File: config.mk
export PLATFORM = sky130hd
export DESIGN_NAME = weight_bram_reader_flat
export DESIGN_NICKNAME = d
export VERILOG_FILES = /design/src/rtl/weight_bram_reader_if.sv /design/src/rtl/weight_bram_reader.sv /design/src/flat_wrapper.sv
export SDC_FILE = /design/constraint.sdc
export NUM_CORES = 1
export LEC_CHECK = 0
export ABC_CLOCK_PERIOD_IN_PS = 6850
export BUFFER_PORTS_ARGS = -buffer_cell sky130_fd_sc_hd__buf_2
export CAP_MARGIN = 5
export CORE_MARGIN = 4
export CORE_UTILIZATION = 59
export DETAILED_ROUTE_END_ITERATION = 10
export GPL_TIMING_DRIVEN = 0
export PLACE_DENSITY = 0.84
export SLEW_MARGIN = 10
export SYNTH_ARGS = -nofsm -noshare
export SYNTH_HDL_FRONTEND = slang
export SYNTH_SLANG_ARGS = --single-unit
export TNS_END_PERCENT = 50
File: constraint.sdc
create_clock -name CLK -period 6.85 [get_ports CLK]
set_clock_uncertainty 0.05 [all_clocks]
set_input_delay 1.7125 -clock CLK [delete_from_list [all_inputs] [get_ports CLK]]
set_output_delay 1.7125 -clock CLK [all_outputs]
set_load 0.02 [all_outputs]
File: src/rtl/weight_bram_reader_if.sv
// rtl/weight_bram_reader_if.sv - BRAM read port and weight stream bundle for weight_bram_reader
//
// Signals:
//   BRAM_ADDR, BRAM_EN, BRAM_WE : reader -> BRAM read request (WE always 0)
//   BRAM_DO                     : BRAM -> reader read data (registered in the BRAM on the falling edge)
//   W_DATA, W_INDEX, W_LAST     : reader -> consumer weight word, its source address, final-word marker
//   W_VALID / W_READY           : stream handshake, a word moves when both are high at a rising edge
// Modports: master = reader side, slave = BRAM plus consumer side.
interface weight_bram_reader_if #(
  parameter int ADDR_W = 5,
  parameter int DATA_W = 16
);
  logic [ADDR_W-1:0] BRAM_ADDR;
  logic              BRAM_EN;
  logic              BRAM_WE;
  logic [DATA_W-1:0] BRAM_DO;
  logic [DATA_W-1:0] W_DATA;
  logic              W_VALID;
  logic              W_READY;
  logic              W_LAST;
  logic [ADDR_W-1:0] W_INDEX;

  modport master (
    output BRAM_ADDR, BRAM_EN, BRAM_WE,
    input  BRAM_DO,
    output W_DATA, W_VALID, W_LAST, W_INDEX,
    input  W_READY
  );

  modport slave (
    input  BRAM_ADDR, BRAM_EN, BRAM_WE,
    output BRAM_DO,
    input  W_DATA, W_VALID, W_LAST, W_INDEX,
    output W_READY
  );
endinterface

File: src/rtl/weight_bram_reader.sv
// rtl/weight_bram_reader.sv - streams one weight BRAM bank (addresses 0..DEPTH-1) to the MAC datapath
//
// Ports:
//   CLK   : clock, all logic on the rising edge
//   RST   : synchronous active-high reset
//   START : single-cycle request to stream the whole bank (ignored while BUSY)
//   BUSY  : high from the cycle after an accepted START until DONE
//   DONE  : one-cycle pulse after the last word handshakes
//   bus   : weight_bram_reader_if.master (BRAM read port + weight stream)
module weight_bram_reader #(
  parameter int DEPTH  = 28,
  parameter int ADDR_W = 5,
  parameter int DATA_W = 16
) (
  input  logic                        CLK,
  input  logic                        RST,
  input  logic                        START,
  output logic                        BUSY,
  output logic                        DONE,
  weight_bram_reader_if.master        bus
);
  // Issue counter must be able to hold DEPTH itself (the "all issued" value).
  localparam int CNT_W = ADDR_W + 1;

  typedef enum logic [1:0] {IDLE, RUN, DRAIN} state_t;

  state_t            state, state_next;
  logic [CNT_W-1:0]  issue_cnt, issue_cnt_next;
  logic              issue;
  logic [ADDR_W-1:0] issue_addr;
  logic              done_next;

  logic              bram_en_q;
  logic [ADDR_W-1:0] bram_addr_q;

  logic [DATA_W-1:0] buf_data [2];
  logic [ADDR_W-1:0] buf_idx  [2];
  logic              buf_last [2];
  logic              rd_ptr, wr_ptr;
  logic [1:0]        count;

  logic              push, pop;
  logic [2:0]        occ;

  // A read presented last cycle (bram_en_q) is the in-flight word; it lands now.
  assign push = bram_en_q;
  assign pop  = (count != 2'd0) && bus.W_READY;
  // Occupancy the FIFO will have after this edge; a new read may only be
  // presented if that leaves a free slot for its data one cycle later.
  assign occ  = 3'(count) + 3'(bram_en_q) - 3'(pop);

  always_ff @(posedge CLK) begin
    if (RST) state <= IDLE;
    else     state <= state_next;
  end

  always_comb begin
    state_next     = state;
    issue          = 1'b0;
    issue_addr     = issue_cnt[ADDR_W-1:0];
    issue_cnt_next = issue_cnt;
    done_next      = 1'b0;
    case (state)
      IDLE: begin
        // The first read goes out together with the move to RUN so that
        // BRAM_EN is already high in the first BUSY cycle.
        if (START) begin
          state_next     = RUN;
          issue          = 1'b1;
          issue_addr     = '0;
          issue_cnt_next = CNT_W'(1);
        end
      end
      RUN: begin
        if (issue_cnt < CNT_W'(DEPTH) && occ < 3'd2) begin
          issue          = 1'b1;
          issue_cnt_next = issue_cnt + CNT_W'(1);
        end
      end
      DRAIN: begin
        if (pop && bus.W_LAST) begin
          done_next  = 1'b1;
          state_next = IDLE;
        end
      end
      default: state_next = IDLE;
    endcase
    if (issue && issue_cnt_next == CNT_W'(DEPTH)) state_next = DRAIN;
  end

  always_ff @(posedge CLK) begin
    if (RST) begin
      issue_cnt   <= '0;
      bram_en_q   <= 1'b0;
      bram_addr_q <= '0;
      DONE        <= 1'b0;
      count       <= 2'd0;
      rd_ptr      <= 1'b0;
      wr_ptr      <= 1'b0;
      for (int i = 0; i < 2; i++) begin
        buf_data[i] <= '0;
        buf_idx[i]  <= '0;
        buf_last[i] <= 1'b0;
      end
    end else begin
      issue_cnt <= issue_cnt_next;
      bram_en_q <= issue;
      DONE      <= done_next;
      if (issue) bram_addr_q <= issue_addr;
      if (push) begin
        buf_data[wr_ptr] <= bus.BRAM_DO;
        buf_idx[wr_ptr]  <= bram_addr_q;
        buf_last[wr_ptr] <= (bram_addr_q == ADDR_W'(DEPTH - 1));
        wr_ptr           <= ~wr_ptr;
      end
      if (pop) rd_ptr <= ~rd_ptr;
      case ({push, pop})
        2'b10:   count <= count + 2'd1;
        2'b01:   count <= count - 2'd1;
        default: count <= count;
      endcase
    end
  end

  assign BUSY          = (state != IDLE);
  assign bus.BRAM_ADDR = bram_addr_q;
  assign bus.BRAM_EN   = bram_en_q;
  assign bus.BRAM_WE   = 1'b0;
  assign bus.W_VALID   = (count != 2'd0);
  assign bus.W_DATA    = buf_data[rd_ptr];
  assign bus.W_INDEX   = buf_idx[rd_ptr];
  assign bus.W_LAST    = bus.W_VALID & buf_last[rd_ptr];
endmodule

File: src/flat_wrapper.sv
// flat-port wrapper written by rule: the top's interface ports become plain ports
module weight_bram_reader_flat 
#(
  parameter int DEPTH  = 28,
  parameter int ADDR_W = 5,
  parameter int DATA_W = 16
)
  (CLK, RST, START, BUSY, DONE, bus_BRAM_ADDR, bus_BRAM_EN, bus_BRAM_WE, bus_BRAM_DO, bus_W_DATA, bus_W_VALID, bus_W_LAST, bus_W_INDEX, bus_W_READY);
  weight_bram_reader_if #(.ADDR_W(ADDR_W), .DATA_W(DATA_W)) bus_i ();
  input  logic CLK;
  input  logic RST;
  input  logic START;
  output logic BUSY;
  output logic DONE;
  output wire logic [$bits(bus_i.BRAM_ADDR)-1:0] bus_BRAM_ADDR;
  output wire logic [$bits(bus_i.BRAM_EN)-1:0] bus_BRAM_EN;
  output wire logic [$bits(bus_i.BRAM_WE)-1:0] bus_BRAM_WE;
  input wire logic [$bits(bus_i.BRAM_DO)-1:0] bus_BRAM_DO;
  output wire logic [$bits(bus_i.W_DATA)-1:0] bus_W_DATA;
  output wire logic [$bits(bus_i.W_VALID)-1:0] bus_W_VALID;
  output wire logic [$bits(bus_i.W_LAST)-1:0] bus_W_LAST;
  output wire logic [$bits(bus_i.W_INDEX)-1:0] bus_W_INDEX;
  input wire logic [$bits(bus_i.W_READY)-1:0] bus_W_READY;
  assign bus_BRAM_ADDR = bus_i.BRAM_ADDR;
  assign bus_BRAM_EN = bus_i.BRAM_EN;
  assign bus_BRAM_WE = bus_i.BRAM_WE;
  assign bus_i.BRAM_DO = bus_BRAM_DO;
  assign bus_W_DATA = bus_i.W_DATA;
  assign bus_W_VALID = bus_i.W_VALID;
  assign bus_W_LAST = bus_i.W_LAST;
  assign bus_W_INDEX = bus_i.W_INDEX;
  assign bus_i.W_READY = bus_W_READY;
  weight_bram_reader #(.DEPTH(DEPTH), .ADDR_W(ADDR_W), .DATA_W(DATA_W)) u_core (.CLK(CLK), .RST(RST), .START(START), .BUSY(BUSY), .DONE(DONE), .bus(bus_i));
endmodule
==> results of run 1 <==
routing by layer:
metal  up-vias  track usage, %
met5         -               0
met4         0            9.07
met3        16            5.68
met2        63            32.4
met1       921            22.1
li1        919               -
worst max-delay path, cell delays in order:
cell      delay [ns]
buf_2           0.13
nor2b_1         0.20
o21ai_0         0.14
fa_1            0.51
and4bb_4        0.28
nand3_1         0.13
o31ai_1         0.38
and4b_4         0.31
a31o_1          0.14
worst paths after layout:
kind | startpoint | cells after the start | slack, ns | end
worst max-delay path | bus_W_READY | 9 | 3.15 | u_core.state[1]$_SDFFE_PP0P_
worst min-delay path | u_core.issue_cnt[5]$_SDFF_PP0_ | 1 | 0.44 | u_core.issue_cnt[5]$_SDFF_PP0_
worst max register to register | u_core.bus.BRAM_EN$_SDFF_PP0_ | 9 | 3.95 | u_core.state[1]$_SDFFE_PP0P_
worst min register to register | u_core.issue_cnt[5]$_SDFF_PP0_ | 1 | 0.44 | u_core.issue_cnt[5]$_SDFF_PP0_
through the flow:
step	worst slack (ns)	util [%]	cells	area, um^2	hold slack (ns)
3_3_place_gp	2.98	67.8	345	3200	0.427
2_1_floorplan	3.28	-	229	2870	0.411
3_5_place_dp	2.92	67.8	345	3200	0.425
4_1_cts	3.22	72.2	361	3410	0.442
5_1_grt	3.06	72.2	361	3410	0.476
6_report	3.15	72.2	361	3410	0.443
logic make-up (layout without fill, tap and decap cells):
logic type / Yosys count / count (layout) / share of synthesized area, %
simple gates: 100 / 100 / 20.4
fa+ha+maj: 2 / 2 / 1.13
buf+inv: 17 / 82 / 2.88
compound gates: 14 / 14 / 3.66
other cells: 1 / 1 / 0.131
mux: 27 / 27 / 10.3
xor+xnor: 4 / 4 / 1.48
flops: 64 / 64 / 60.0
sequential cells by signal, summed over array words and instances (netlist names), named ones only:
| signal | cells |
|---|---|
| u_core.DONE | 1 |
| u_core.state | 2 |
| u_core.issue_cnt | 6 |
| u_core.buf_data | 32 |
| u_core.buf_last | 2 |
| u_core.wr_ptr | 1 |
| u_core.count | 2 |
| u_core.bus.BRAM_ADDR | 5 |
| u_core.rd_ptr | 1 |
| u_core.bus.BRAM_EN | 1 |
| u_core.buf_idx | 10 |
cell usage in the layout, fill, tap and decap left out, types with 2 or more instances in the layout:
| cell type | n |
|---|---|
| buf_1 | 2 |
| and2_1 | 43 |
| nand2_1 | 9 |
| mux2i_1 | 6 |
| o21ai_0 | 2 |
| dfxtp_1 | 20 |
| clkinv_2 | 3 |
| nor2_1 | 16 |
| bufinv_16 | 2 |
| buf_2 | 49 |
| edfxtp_1 | 44 |
| nor3_1 | 5 |
| nand3_1 | 6 |
| a21oi_1 | 5 |
| buf_6 | 2 |
| nand4_1 | 3 |
| and3_1 | 4 |
| xnor2_1 | 2 |
| inv_1 | 6 |
| nor2b_1 | 4 |
| mux2_2 | 21 |
| clkbuf_1 | 6 |
| or3b_4 | 2 |
| clkbuf_8 | 9 |
where the power goes:
part	internal [W]	leakage [nW]	switching (W)
Sequential	0.000436	0.624	0.00000870
Combinational	0.0000444	0.676	0.0000651
Clock	0.000201	0.106	0.000141
Total	0.000682	1.41	0.000215
layout make-up:
| cell class | count | area (um^2) |
|---|---|---|
| well taps | 67 | 83.8 |
| flip-flops and latches | 64 | 1720 |
| multi-input cells | 148 | 1070 |
| plain buffers | 11 | 60.1 |
| repair buffers | 49 | 245 |
| clock buffers | 9 | 124 |
| fillers | 345 | 1310 |
| clock inverters | 7 | 86.3 |
| inverters | 6 | 22.5 |
==> flow_summary.toml, run 1 <==
[status]
status = "completed"

[routing]
detail_route.wl_per_cell_um = 15.0
via_per_inst = 5.32
met1_length_um = 2220
first_pass_iters = 4
wl_met3_um = 319
ant_nets = 0
drc_errors = 0
drt_iter0_markers = 104
top_layer_used = "met4"
wl_met2_um = 2750
num_vias = 1919
totalWireLength_um = 5430

[die]
core_area_um2 = 4720
die_height_um = 77.8
rows = 25
start_util_pct = 60.8
dieArea_um2 = 6050
io-pin-count = 52
fp.dieW_um = 77.8

[global_route]
track_usage_pct = 19.1
antenna_found_initial = 0
grt_max_degree = 23
grt_pass1_wl_um = 8850
grt_pass1_vias = 1950
overflow = 0

[power]
p_per_area_nw_per_um2 = 263
peakVddDrop_v = 0.000156
p_leak_nw = 1.41
p_total_w = 0.000897

[synthesis]
synthDistinctLibCells = 41
synth-edff-count = 44
yosysTopAreaCell = "edfxtp_1"
synth.ff_latch_count = 64
ys_warn_count = 0
async_flop_share_pct = 0
synth-seq-area-share_pct = 60.0
yosysTopAreaCellShare_pct = 46.0
syn-instance-count = 229
yosys-top-cells-area = "edfxtp_1 46%, dfxtp_1 14%, and2_1 9.4%"
yosysMostFrequentCell = "edfxtp_1"
synth_ff_type = "edfxtp_1"
synth.net_count = 251
postSynthAreaPerCell_um2 = 12.5
syn-cell-area_um2 = 2870
ys_top_cells_by_count = "44 x edfxtp_1, 43 x and2_1, 21 x mux2_2, 20 x dfxtp_1, 16 x nor2_1"

[placement]
dpl.hpwl_um = 3580
port_buffers = 49
place_congestion = 0.794

[clock_tree]
insertion_delay_ns = 0.33
cts_tree = "yes"
cts_root_buf = "clkbuf_8"
numCtsBuffers = 9
cts_resized = 0
cts_hold_buf = 0
clock_sinks = 64
path_clk_slew_ns = 0.07
cts_buffer_depth = 2
postCtsSetupBuffers = 0
ctsHtreeMaxLevel = 3

[setup_path]
cp-end-kind = "flop"
worst_ep_required_time_ns = 7.08
worstSetupPathType = "input pin to flop"
cp_max_fo = 6
arrival_ns = 3.93
cp-start-kind = "input pin"

[run]
cap_violations = 0

[sta]
finalCriticalPeriod_ns = 3.70
grt_setup_unrepaired = "false"
tightest_slew_ns = 0.932
maxSlewViolCount = 0
timing.fmax_mhz = 271
setup_tns_ns = 0
maxSlewHeadroom_pct = 37.9
report.final.setup_viol = 0
final_hold_viol_count = 0
finalCritPeriodShare_pct = 54.0

[layout]
nNetsFinal = 311
n_antenna_cell = 0
syn_to_final_growth_pct = 18.8
drive_gt1_share_pct = 33.7

[worst_hold_path]
hp-class = "flop to flop"
(Power assumes the default switching activity.)
==> run 2: changes to the inputs <==
- ABC_CLOCK_PERIOD_IN_PS: 6850 -> 3700
- CORE_UTILIZATION: 59 -> 55
- PLACE_DENSITY: 0.84 -> 0.79
- clock period: 6.85 -> 3.7 ns (I/O delays scaled with it)
==> run 2 against run 1 <==
Non-clock buffer count is the same. Routed wire length shrank 3.8%. Sequential power up 85%.
==> flow_summary.toml, run 2 (same netlist as run 1, synthesis figures left out) <==
[layout]
reg.largest.list = "u_core.buf_data x32, u_core.buf_idx x10, u_core.issue_cnt x6"
design_area_um2 = 3380
nNetsFinal = 311
drive_gt1_share_pct = 32.3
syn_to_final_growth_pct = 17.8
largest_register = "u_core.buf_data"
n_antenna_cell = 0
largest_reg_flops = 32
final_common_cell = "buf_2"
layout_common_cells = "49 x buf_2, 44 x edfxtp_1, 43 x and2_1"

[routing]
wl_met2_um = 2680
wl_met3_um = 306
drc_errors = 0
top_layer_used = "met4"
first_pass_iters = 4
num_vias = 1851
met1_length_um = 2160
via_per_inst = 5.09
totalWireLength_um = 5220
ant_nets = 0
detail_route.wl_per_cell_um = 14.3
drt_iter0_markers = 77

[clock_tree]
clock_sinks = 64
cts_buffer_depth = 2
path_clk_slew_ns = 0.06
cts_resized = 0
postCtsSetupBuffers = 0
ctsHtreeMaxLevel = 3
cts_tree = "yes"
insertion_delay_ns = 0.32
numCtsBuffers = 9
cts_root_buf = "clkbuf_8"
cts_hold_buf = 0

[setup_path]
cp-end-kind = "flop"
critical_path_buf_inv_count = 1
path_delay_family = "simple AND/OR/NAND/NOR gates"
worst_ep_required_time_ns = 3.92
cp-start-kind = "flop"
critical_path.cell_chain = "clkbuf_1 -> nor2b_1 -> o21ai_0 -> fa_1 -> and4bb_4 -> nand3_1 -> o31ai_1 -> and4b_4 -> a31o_1"
critical-path-max-stage-delay_ns = 0.51
worstSetupPathType = "flop to flop"
cp_max_fo = 9
cpMaxStageDelayCell = "fa_1"
arrival_ns = 2.98

[global_route]
grt_pass1_wl_um = 8690
grt_pass1_vias = 1871
track_usage_pct = 18.0
antenna_found_initial = 0
grt_max_degree = 23
overflow = 0

[sta]
maxSlewViolCount = 0
finalCriticalPeriod_ns = 2.76
setup_tns_ns = 0
tightest_slew_ns = 0.960
maxSlewHeadroom_pct = 35.8
final_hold_viol_count = 0
finalCritPeriodShare_pct = 74.7
grt_setup_unrepaired = "false"
timing.fmax_mhz = 362
report.final.setup_viol = 0

[power]
p_total_w = 0.00157
peakVddDrop_v = 0.000314
p_leak_nw = 1.39
p_per_area_nw_per_um2 = 463

[placement]
dpl.hpwl_um = 3590
port_buffers = 49
place_congestion = 0.850
dpl_cell_area_um2 = 3200

[die]
rows = 26
start_util_pct = 56.6
fp.dieW_um = 80.3
dieArea_um2 = 6440
io-pin-count = 52
core_area_um2 = 5070
die_height_um = 80.3

[status]
status = "completed"

[worst_hold_path]
hp-class = "flop to flop"

[run]
cap_violations = 0
## run 2: cell count changes in the layout (fill, tap and decap cells not counted), sizes merged
cell / delta
clkinvlp: -1
clkbuf: +1
clkinv: +1
bufinv: -1
## run 2: layout make-up
class	instances	area, um^2
inverters	6	22.5
clock buffers	10	128
repair buffers	49	245
well taps	70	87.6
clock inverters	6	50.0
multi-input cells	148	1070
flip-flops and latches	64	1720
plain buffers	11	60.1
fillers	403	1690
## run 2: worst paths after layout
check                            startpoint                        endpoint  slack (ns)  depth (start not counted)
min reg2reg  u_core.issue_cnt[5]$_SDFF_PP0_  u_core.issue_cnt[5]$_SDFF_PP0_        0.45                          1
min          u_core.issue_cnt[5]$_SDFF_PP0_  u_core.issue_cnt[5]$_SDFF_PP0_        0.45                          1
max reg2reg   u_core.bus.BRAM_EN$_SDFF_PP0_    u_core.state[1]$_SDFFE_PP0P_        0.94                          9
max           u_core.bus.BRAM_EN$_SDFF_PP0_    u_core.state[1]$_SDFFE_PP0P_        0.94                          9
## run 2: routing by layer
| metal | vias to the layer above | global-route usage [%] |
|---|---|---|
| met5 | - | 0 |
| met4 | 0 | 7.60 |
| met3 | 8 | 3.92 |
| met2 | 55 | 30.5 |
| met1 | 865 | 22.1 |
| li1 | 923 | - |
## run 2: through the flow
step | worst slack, ns | std cells | hold slack [ns] | util (%)
2_1_floorplan | 0.920 | 229 | 0.411 | -
3_3_place_gp | 0.633 | 348 | 0.423 | 63.1
3_5_place_dp | 0.598 | 348 | 0.428 | 63.1
4_1_cts | 0.908 | 364 | 0.446 | 66.6
5_1_grt | 0.716 | 364 | 0.466 | 66.6
6_report | 0.938 | 364 | 0.446 | 66.6
## run 2: worst register-to-register path, delay by kind of cell (launching register included)
family	cells	cell delay [ns]
AOI/OAI and AO/OA	3	0.55
buffers and inverters	1	0.34
adders and majority gates	1	0.51
and+or+nand+nor	4	0.93
DFF	1	0.32
## run 2: power by group
| part | switching (W) | leakage (nW) | internal, W |
|---|---|---|---|
| Sequential | 0.0000165 | 0.624 | 0.000808 |
| Clock | 0.000239 | 0.0902 | 0.000301 |
| Combinational | 0.000119 | 0.676 | 0.0000823 |
| Total | 0.000375 | 1.39 | 0.00119 |
==> run 3: changes to the inputs <==
- ABC_AREA: default -> 1
- ABC_CLOCK_PERIOD_IN_PS: 3700 -> 2890
- clock period: 3.7 -> 2.89 ns (I/O delays scaled with it)
==> run 3 against run 2 <==
Sequential power is 30% higher. Fmax increased by 4.7%. Global-route usage grew 1.7 points. Final area rose by 0.67%. Core utilization is 3.1 points higher. Setup slack worse by 0.69 ns. Critical endpoint unchanged. Largest cell class unchanged.
==> flow_summary.toml, run 3 <==
[global_route]
grt_pass1_vias = 2194
track_usage_pct = 19.7
grt_max_degree = 23
antenna_found_initial = 0
grt_pass1_wl_um = 9610
overflow = 0

[sta]
report.final.setup_viol = 0
hold_slack_ns = 0.404
finalCriticalPeriod_ns = 2.64
maxSlewViolCount = 0
tightest_slew_ns = 0.970
grt_setup_unrepaired = "false"
layout_setup_ws_ns = 0.253
timing.fmax_mhz = 379
finalCritPeriodShare_pct = 91.3
maxSlewHeadroom_pct = 35.2
final_hold_viol_count = 0

[routing]
detail_route.wl_per_cell_um = 12.5
totalWireLength_um = 5660
drt_iter0_markers = 192
num_vias = 2235
drc_errors = 0
first_pass_iters = 5
ant_nets = 0
via_per_inst = 4.94

[setup_path]
worst_ep_required_time_ns = 3.12
cp_max_fo = 6
crit_path_start = "u_core.count[1]$_SDFFE_PP0N_"
path_delay_family = "simple AND/OR/NAND/NOR gates"
critical_path.cell_chain = "nor2_2 -> inv_2 -> nand2_1 -> inv_1 -> nor2_1 -> nor2_1 -> nor2_1 -> inv_2 -> fa_1 -> inv_1 -> nor2_2 -> nand4_4 -> nor2_8 -> inv_4 -> nor2_4 -> inv_2 -> nor2_4 -> nand3_1 -> nand2_1"
cpMaxStageDelayCell = "fa_1"
timing.rr.start = "u_core.count[1]$_SDFFE_PP0N_"
arrival_ns = 2.86
worstSetupPathType = "flop to flop"
critical-path-max-stage-delay_ns = 0.49
critical_path_buf_inv_count = 6
cp-end-kind = "flop"
cp-start-kind = "flop"

[power]
combPwrFrac_pct = 15.7
p_leak_nw = 1.61
p_sw_share_pct = 26.6
p_per_area_nw_per_um2 = 648
p_clk_share_pct = 35.9
intPower_w = 0.00162
seq_power_share_pct = 48.4
peakVddDrop_v = 0.000483
p_sw_w = 0.000586

[clock_tree]
ctsHtreeMaxLevel = 3
insertion_delay_ns = 0.33
cts_root_buf = "clkbuf_8"
cts_buffer_depth = 2
clock_sinks = 64
cts_hold_buf = 0
numCtsBuffers = 9
path_clk_slew_ns = 0.07
cts_tree = "yes"

[layout]
drive_gt1_share_pct = 23.1
reg.largest.list = "u_core.buf_data x32, u_core.buf_idx x10, u_core.issue_cnt x6"
largest_reg_flops = 32
final_common_cell = "nand2_1"
nNetsFinal = 403
largest_register = "u_core.buf_data"
syn_to_final_growth_pct = 19.4
layout_common_cells = "93 x nand2_1, 56 x nor2_1, 54 x buf_2"
fin_util_pct = 69.8
n_antenna_cell = 0

[synthesis]
synthDistinctLibCells = 30
synth.ff_latch_count = 64
yosys-top-cells-area = "edfxtp_1 46%, dfxtp_1 14%, nand2_1 12%"
synth_ff_type = "edfxtp_1"
synthSimpleGateAreaFrac_pct = 27.2
yosysMostFrequentCell = "nand2_1"
yosysTopAreaCell = "edfxtp_1"
synth-edff-count = 44
syn-cell-area_um2 = 2850
synth_top_family_by_area = "simple AND/OR/NAND/NOR gates"
synth_fa_ha_area_share_pct = 1.14
synth.mux.area_fraction_pct = 0
ys_top_cells_by_count = "93 x nand2_1, 58 x nor2_1, 44 x edfxtp_1, 36 x inv_1, 20 x dfxtp_1"
postSynthAreaPerCell_um2 = 8.94
syn-instance-count = 319
synth-seq-area-share_pct = 60.4
async_flop_share_pct = 0
synth_compound_area_share_pct = 3.95
synth.net_count = 341
ys_warn_count = 0
yosysTopAreaCellShare_pct = 46.3
synth-xor-area-share_pct = 0

[worst_hold_path]
hold_start = "u_core.issue_cnt[5]$_SDFF_PP0_"
hp-class = "flop to flop"

[die]
core_area_um2 = 4880
dieArea_um2 = 6400
fp.dieW_um = 80.0
rows = 25
start_util_pct = 58.4
io-pin-count = 52
die_height_um = 80.0

[placement]
dpl.hpwl_um = 3940
place_congestion = 0.857
port_buffers = 50
post-place-ws_ns = -0.0577

[run]
cap_violations = 0

[status]
status = "completed"
[run 3: cell types whose count changed after synthesis, moves of 6 or more]
| cell | change |
|---|---|
| a21oi_1 | +7 |
| nand2_1 | +84 |
| mux2_2 | -21 |
| mux2i_1 | -6 |
| and2_1 | -43 |
| inv_1 | +30 |
| nor2_1 | +42 |
[run 3: worst register-to-register path, cell delays in order (launching register included)]
cell and delay [ns]:
dfxtp_2 0.36, nor2_2 0.16, inv_2 0.05, nand2_1 0.08
inv_1 0.09, nor2_1 0.10, nor2_1 0.06, nor2_1 0.13
inv_2 0.06, fa_1 0.49, inv_1 0.05, nor2_2 0.14
nand4_4 0.16, nor2_8 0.17, inv_4 0.07, nor2_4 0.10
inv_2 0.06, nor2_4 0.08, nand3_1 0.08, nand2_1 0.06
[run 3: area by class of cell]
cell class	instances	area, um^2
clock buffer	10	128
inverter	42	160
timing repair buffer	51	258
multi-input combinational	203	933
sequential	64	1720
buffer	10	46.3
fill	387	1480
tap	67	83.8
clock inverter	5	72.6
[run 3: cell families after synthesis]
logic type,count (synthesis)
AO/OA/AOI/OAI,21
adder cells (fa/ha/maj),2
buffers and inverters,52
flip-flops,64
other,1
AND/OR/NAND/NOR,179
[run 3: layer usage]
| layer | GRT usage, % | vias to the layer above | share of wire [%] |
|---|---|---|---|
| li1 | - | 1129 | - |
| met4 | 10.5 | 0 | 1.8 |
| met5 | 0 | - | 0 |
| met2 | 32.9 | 74 | 48 |
| met3 | 4.51 | 10 | 6.5 |
| met1 | 23.5 | 1022 | 43 |
[run 3: power by group through the flow]
stage | sequential, W | combinational (W) | clock [W]
finish | 0.00107 | 0.000347 | 0.000792
global route | 0.00107 | 0.000385 | 0.000840
CTS | 0.00107 | 0.000342 | 0.000799
detailed placement | 0.00109 | 0.000341 | 0
global placement | 0.00108 | 0.000333 | 0
floorplan | 0.00108 | 0.000233 | 0
[run 3: stage by stage]
| stage | TNS, ns | instance area (um^2) | std cells | total power (W) |
|---|---|---|---|---|
| 3_3_place_gp | -0.0315 | 3190 | 436 | 0.00142 |
| 6_report | 0 | 3400 | 452 | 0.00220 |
| 5_1_grt | 0 | 3400 | 452 | 0.00230 |
| 3_5_place_dp | -0.106 | 3190 | 436 | 0.00143 |
| 4_1_cts | 0 | 3390 | 451 | 0.00221 |
| 2_1_floorplan | 0 | 2850 | 319 | 0.00132 |
[run 3: worst paths after layout]
| check | end | slack, ns | cells after the start |
|---|---|---|---|
| setup / recovery | u_core.state[1]$_SDFFE_PP0P_ | 0.25 | 19 |
| hold / removal | u_core.issue_cnt[5]$_SDFF_PP0_ | 0.40 | 2 |
| setup reg to reg | u_core.state[1]$_SDFFE_PP0P_ | 0.25 | 19 |
| hold reg to reg | u_core.issue_cnt[5]$_SDFF_PP0_ | 0.40 | 2 |
[run 3: what timing repair did]
item,CTS,global route
setup buffers,0,1
gates resized for setup,0,4
endpoints found under the setup margin,0,2
hold endpoints to repair,0,0
